<file path="src/rtl/mul_arbiter_if.sv">
// rtl/mul_arbiter_if.sv - requester, multiplier and status signals of mul_arbiter
interface mul_arbiter_if;
  logic        req0;
  logic [7:0]  a0;
  logic [7:0]  b0;
  logic        done0;
  logic [15:0] result0;
  logic        req1;
  logic [7:0]  a1;
  logic [7:0]  b1;
  logic        done1;
  logic [15:0] result1;
  logic        mul_en;
  logic [7:0]  mul_a;
  logic [7:0]  mul_b;
  logic        mul_ready;
  logic [15:0] mul_result;
  logic        busy;
  logic        mul_err;

  // master: requesters plus the multiplier; slave: the arbiter itself
  modport master (
    output req0, a0, b0, req1, a1, b1, mul_ready, mul_result,
    input  done0, result0, done1, result1, mul_en, mul_a, mul_b, busy, mul_err
  );

  modport slave (
    input  req0, a0, b0, req1, a1, b1, mul_ready, mul_result,
    output done0, result0, done1, result1, mul_en, mul_a, mul_b, busy, mul_err
  );
endinterface

</file>
<file path="src/rtl/mul_arbiter.sv">
// rtl/mul_arbiter.sv - round-robin arbiter sharing one iterative signed multiplier
module mul_arbiter #(
  parameter int READY_MASK = 12,
  parameter int TIMEOUT    = 40
) (
  input logic          clk,
  input logic          reset,
  mul_arbiter_if.slave bus
);

  typedef enum logic [1:0] {
    S_FLUSH,
    S_IDLE,
    S_RUN,
    S_DONE
  } state_e;

  state_e      state_q;
  logic [5:0]  cyc_q;
  logic [5:0]  cyc_d;
  logic        last_q;
  logic        owner_q;
  logic        done0_q;
  logic        done1_q;
  logic        err_q;
  logic [7:0]  mul_a_q;
  logic [7:0]  mul_b_q;
  logic [15:0] result0_q;
  logic [15:0] result1_q;

  logic        armed;
  logic        hit;
  logic        timeout;
  logic        elig0;
  logic        elig1;
  logic        grant;
  logic        winner;

  assign cyc_d   = (cyc_q == 6'h3F) ? cyc_q : cyc_q + 6'd1;
  assign armed   = (cyc_q >= 6'(READY_MASK));
  assign hit     = bus.mul_ready & armed;
  assign timeout = (cyc_q == 6'(TIMEOUT));

  // Dropping enable in the same cycle ready is seen keeps the multiplier's step counter at zero.
  assign bus.mul_en = ((state_q == S_RUN) || (state_q == S_FLUSH)) && !hit;

  assign elig0  = bus.req0 & ~done0_q;
  assign elig1  = bus.req1 & ~done1_q;
  assign grant  = elig0 | elig1;
  assign winner = (elig0 && elig1) ? ~last_q : elig1;

  always_ff @(posedge clk) begin
    if (reset) begin
      state_q   <= S_FLUSH;
      cyc_q     <= 6'd0;
      last_q    <= 1'b1;
      owner_q   <= 1'b0;
      done0_q   <= 1'b0;
      done1_q   <= 1'b0;
      err_q     <= 1'b0;
      mul_a_q   <= 8'd0;
      mul_b_q   <= 8'd0;
      result0_q <= 16'd0;
      result1_q <= 16'd0;
    end else begin
      done0_q <= 1'b0;
      done1_q <= 1'b0;
      case (state_q)
        S_FLUSH: begin
          if (hit) begin
            state_q <= S_IDLE;
            cyc_q   <= 6'd0;
          end else if (timeout) begin
            state_q <= S_IDLE;
            cyc_q   <= 6'd0;
            err_q   <= 1'b1;
          end else begin
            cyc_q <= cyc_d;
          end
        end
        S_IDLE: begin
          if (grant) begin
            owner_q <= winner;
            last_q  <= winner;
            mul_a_q <= winner ? bus.a1 : bus.a0;
            mul_b_q <= winner ? bus.b1 : bus.b0;
            state_q <= S_RUN;
            cyc_q   <= 6'd0;
          end
        end
        S_RUN: begin
          if (hit) begin
            if (owner_q) begin
              result1_q <= bus.mul_result;
              done1_q   <= 1'b1;
            end else begin
              result0_q <= bus.mul_result;
              done0_q   <= 1'b1;
            end
            state_q <= S_DONE;
            cyc_q   <= 6'd0;
          end else if (timeout) begin
            // Hung multiplier: still answer the requester, then resynchronise with zero operands.
            if (owner_q) begin
              result1_q <= 16'd0;
              done1_q   <= 1'b1;
            end else begin
              result0_q <= 16'd0;
              done0_q   <= 1'b1;
            end
            err_q   <= 1'b1;
            mul_a_q <= 8'd0;
            mul_b_q <= 8'd0;
            state_q <= S_FLUSH;
            cyc_q   <= 6'd0;
          end else begin
            cyc_q <= cyc_d;
          end
        end
        S_DONE: begin
          state_q <= S_IDLE;
          cyc_q   <= 6'd0;
        end
        default: begin
          state_q <= S_FLUSH;
          cyc_q   <= 6'd0;
        end
      endcase
    end
  end

  assign bus.done0   = done0_q;
  assign bus.done1   = done1_q;
  assign bus.result0 = result0_q;
  assign bus.result1 = result1_q;
  assign bus.mul_a   = mul_a_q;
  assign bus.mul_b   = mul_b_q;
  assign bus.busy    = (state_q != S_IDLE);
  assign bus.mul_err = err_q;

endmodule
</file>
<file path="src/flat_wrapper.sv">
// flat-port wrapper written by rule: the top's interface ports become plain ports
module mul_arbiter_flat 
#(
  parameter int READY_MASK = 12,
  parameter int TIMEOUT    = 40
)
  (clk, reset, bus_req0, bus_a0, bus_b0, bus_req1, bus_a1, bus_b1, bus_mul_ready, bus_mul_result, bus_done0, bus_result0, bus_done1, bus_result1, bus_mul_en, bus_mul_a, bus_mul_b, bus_busy, bus_mul_err);
  mul_arbiter_if bus_i ();
  input logic clk;
  input logic reset;
  input wire logic [$bits(bus_i.req0)-1:0] bus_req0;
  input wire logic [$bits(bus_i.a0)-1:0] bus_a0;
  input wire logic [$bits(bus_i.b0)-1:0] bus_b0;
  input wire logic [$bits(bus_i.req1)-1:0] bus_req1;
  input wire logic [$bits(bus_i.a1)-1:0] bus_a1;
  input wire logic [$bits(bus_i.b1)-1:0] bus_b1;
  input wire logic [$bits(bus_i.mul_ready)-1:0] bus_mul_ready;
  input wire logic [$bits(bus_i.mul_result)-1:0] bus_mul_result;
  output wire logic [$bits(bus_i.done0)-1:0] bus_done0;
  output wire logic [$bits(bus_i.result0)-1:0] bus_result0;
  output wire logic [$bits(bus_i.done1)-1:0] bus_done1;
  output wire logic [$bits(bus_i.result1)-1:0] bus_result1;
  output wire logic [$bits(bus_i.mul_en)-1:0] bus_mul_en;
  output wire logic [$bits(bus_i.mul_a)-1:0] bus_mul_a;
  output wire logic [$bits(bus_i.mul_b)-1:0] bus_mul_b;
  output wire logic [$bits(bus_i.busy)-1:0] bus_busy;
  output wire logic [$bits(bus_i.mul_err)-1:0] bus_mul_err;
  assign bus_i.req0 = bus_req0;
  assign bus_i.a0 = bus_a0;
  assign bus_i.b0 = bus_b0;
  assign bus_i.req1 = bus_req1;
  assign bus_i.a1 = bus_a1;
  assign bus_i.b1 = bus_b1;
  assign bus_i.mul_ready = bus_mul_ready;
  assign bus_i.mul_result = bus_mul_result;
  assign bus_done0 = bus_i.done0;
  assign bus_result0 = bus_i.result0;
  assign bus_done1 = bus_i.done1;
  assign bus_result1 = bus_i.result1;
  assign bus_mul_en = bus_i.mul_en;
  assign bus_mul_a = bus_i.mul_a;
  assign bus_mul_b = bus_i.mul_b;
  assign bus_busy = bus_i.busy;
  assign bus_mul_err = bus_i.mul_err;
  mul_arbiter #(.READY_MASK(READY_MASK), .TIMEOUT(TIMEOUT)) u_core (.clk(clk), .reset(reset), .bus(bus_i));
endmodule
</file>
<file path="config.mk">
export PLATFORM = sky130hd
export DESIGN_NAME = mul_arbiter_flat
export DESIGN_NICKNAME = d
export VERILOG_FILES = /design/src/rtl/mul_arbiter_if.sv /design/src/rtl/mul_arbiter.sv /design/src/flat_wrapper.sv
export SDC_FILE = /design/constraint.sdc
export NUM_CORES = 1
export LEC_CHECK = 0
export BUFFER_PORTS_ARGS = -buffer_cell sky130_fd_sc_hd__buf_2
export CAP_MARGIN = 20
export CORE_UTILIZATION = 40
export CTS_CLUSTER_SIZE = 8
export DETAILED_ROUTE_END_ITERATION = 10
export PLACE_DENSITY_LB_ADDON = 0.12
export SYNTH_ARGS = -nofsm -noshare
export SYNTH_HDL_FRONTEND = slang
export SYNTH_SLANG_ARGS = --single-unit
</file>
<file path="constraint.sdc">
create_clock -name clk -period 2.4 [get_ports clk]
set_clock_uncertainty 0.05 [all_clocks]
set_input_delay 0.24 -clock clk [delete_from_list [all_inputs] [get_ports clk]]
set_output_delay 0.24 -clock clk [all_outputs]
set_load 0.02 [all_outputs]
</file>
==> impl_metrics.py <==
metrics = {
    "clocking": {
        "cts_root_buffer": "clkbuf_8",
        "cts_hold_buf": 0,
        "cts_setup_buffers": 0,
        "cts_resized": 0,
        "clk_pin_slew_ns": 0.07,
        "cts_tree": "yes",
        "htree_levels": 3,
        "numCtsBuffers": 9,
        "cts.sinks": 61,
        "cts_buffer_depth": 2,
        "insertion_delay_ns": 0.33,
    },
    "grt": {
        "grt_pass1_wl_um": 10300,
        "grt_usage": 0.184,
        "use_met3": 0.0623,
        "grt_max_degree": 25,
        "busiest_layer": "met2",
        "grt_pass1_vias": 2217,
        "use_met1": 0.226,
        "antenna_found_initial": 0,
        "use_met2": 0.293,
        "grt.overflow.total": 0,
    },
    "hold_path": {
        "min_to": "u_core.bus.result1[15]",
        "hold_path_class": "in -> reg",
        "hp-start": "bus_mul_result[15]",
        "min_path_cells": 3,
    },
    "final_layout": {
        "area_delta_synth_final_pct": 28.4,
        "fill_cells": 602,
        "antennaDiodeCount": 0,
        "nets": 429,
        "drive_gt1_frac": 0.367,
    },
    "setup_path": {
        "r2r_cells": 6,
        "path_class": "reg -> reg",
        "rrSetupSlack_ns": 0.30,
        "r2r_end": "u_core.bus.mul_a[7]",
        "cp_max_fo": 16,
        "cp.required_ns": 2.60,
        "rr_startpoint": "u_core.state_q[1]",
        "arrival_ns": 2.30,
        "cp-start-kind": "register",
        "worst_setup_path_end_kind": "register",
    },
    "yosys": {
        "yosys_warnings": 0,
        "seq_area_frac_synth": 0.454,
        "ys_types": 44,
        "synth_seq_cells": 61,
        "yosysTopAreaCellShare": 0.454,
        "async_flop_share": 0,
        "syn_area_um2": 2690,
        "syn-num-nets": 324,
        "synthMostInstantiatedCell": "dfxtp_1",
        "synth_edf_count": 0,
        "synthFlopType": "dfxtp_1",
        "synthTopCellsByCount": "61 x dfxtp_1, 53 x nand2_1, 49 x mux2i_1",
        "synth_cells": 266,
        "synthTopCellsByArea": "dfxtp_1 45%, mux2i_1 18%, nand2_1 7.4%",
        "synth_area_leader_cell": "dfxtp_1",
        "syn_area_per_cell_um2": 10.1,
    },
    "floorplan": {
        "die_w_um": 84.0,
        "die_area_um2": 7050,
        "die_y_um": 84.0,
        "std_cell_rows": 29,
        "coreArea_um2": 6420,
        "ios": 106,
        "start_util": 0.418,
    },
    "power": {
        "cellPowerDensity_nw_per_um2": 662,
        "vdd_drop_max_uv": 382,
        "p_leak_nw": 1.66,
    },
    "timing": {
        "setup_viol": 0,
        "rsz0062_at_grt": "false",
        "min_period_over_period": 0.875,
        "fin_tns_setup_ns": 0,
        "worst_pin_slew_ns": 0.541,
        "layout_min_cycle_time_ns": 2.10,
        "maxSlewHeadroom": 0.639,
        "fmax_mhz": 476,
        "hold_viol": 0,
        "setup_ws_ns": 0.300,
        "slew_violations": 0,
    },
    "route": {
        "drtAntennaViolNets": 0,
        "wl_per_cell_um": 13.6,
        "dr_total_vias": 2335,
        "vias_per_cell": 5.15,
        "post-route-drc-count": 12,
        "dr.pass1.iters": 7,
        "drtIter0Drc": 97,
        "wl_um": 6160,
    },
    "place": {
        "dp_slack_ns": 0.315,
        "port-buffer-count": 105,
        "dp_hpwl_um": 4290,
        "finalWeightedCongestion": 0.780,
    },
    "flow_run": {
        "cap_violations": 0,
    },
    "outcome": {
        "status": "finished, violations left",
        "violations": "DRC",
    },
}
==> critical path, cell delays in order, from the launching register on <==
cell and delay [ns]:
dfxtp_1 0.33, inv_1 0.08, ha_1 0.18, inv_1 0.11, or3_1 0.62, a21oi_4 0.49
o2bb2ai_1 0.16
==> final cells by class <==
type	instances	area, µm²	area share
clock inverter	5	58.8	0.0170
sequential	61	1220	0.354
multi-input combinational	180	1310	0.380
inverter	7	26.3	0.00761
clock buffer	11	141	0.0410
tap	77	96.3	0.0279
timing repair buffer	112	594	0.172
==> state kept, by name (all words and copies together), names as in the netlist <==
| name | flops |
|---|---|
| u_core.state_q | 2 |
| u_core.bus.done1 | 1 |
| u_core.owner_q | 1 |
| u_core.bus.done0 | 1 |
| u_core.bus.mul_a | 8 |
| u_core.bus.result1 | 16 |
| u_core.last_q | 1 |
| u_core.cyc_q | 6 |
| u_core.bus.mul_b | 8 |
| u_core.bus.mul_err | 1 |
| u_core.bus.result0 | 16 |
==> worst max-delay path by stage <==
stage | startpoint | endpoint | cells after the start
after floorplan | u_core.state_q[1] | u_core.cyc_q[3] | 7
after global placement | u_core.state_q[1] | u_core.bus.mul_b[6] | 6
after detailed placement | u_core.state_q[1] | u_core.bus.mul_b[6] | 6
after CTS | u_core.state_q[1] | u_core.bus.mul_a[1] | 6
after global routing | u_core.state_q[1] | u_core.bus.mul_b[7] | 6
final | u_core.state_q[1] | u_core.bus.mul_a[7] | 6
==> cells in the final DEF, fill, tap and decap left out, types with 2 or more instances in the layout <==
cell type	n
a21oi_1	5
and3_1	2
and4_1	2
buf_2	105
buf_4	5
clkbuf_8	10
clkinvlp_4	2
dfxtp_1	61
ha_1	5
inv_1	7
mux2i_1	49
nand2_1	53
nand3_1	5
nand4_1	2
nor2_1	5
nor2b_1	3
nor4_2	2
o21ai_0	4
o2bb2ai_1	16
o31ai_1	2
o32ai_1	2
or3_1	2
==> cells by family (layout without fill, tap and decap cells) <==
logic type | after synthesis | count (layout) | synth area share
flops | 61 | 61 | 0.454
mux | 49 | 49 | 0.182
compound gates | 44 | 44 | 0.136
fa+ha+maj | 5 | 5 | 0.0233
simple gates | 82 | 82 | 0.145
buf+inv | 25 | 135 | 0.0591
==> metal layers <==
metal	part of all wire	up-vias
met1	0.46	1094
met3	0.064	6
met2	0.47	80
li1	-	1155
met4	0.011	0
met5	0	-
==> per-stage QoR <==
stage,instances,instance area (µm²),hold slack [ns],util,total power [mW]
detailed placement,436,3240,0.392,0.504,1.38
global placement,436,3240,0.391,0.504,1.38
CTS,452,3440,0.103,0.536,2.31
finish,453,3450,0.118,0.537,2.28
floorplan,266,2690,0.352,-,1.28
global route,453,3450,0.109,0.537,2.41
==> power by group <==
part	total, mW	switching (mW)	internal [mW]
Combinational	0.286	0.166	0.120
Clock	0.927	0.417	0.510
Sequential	1.07	0.0236	1.05
(Power assumes the default switching activity.)
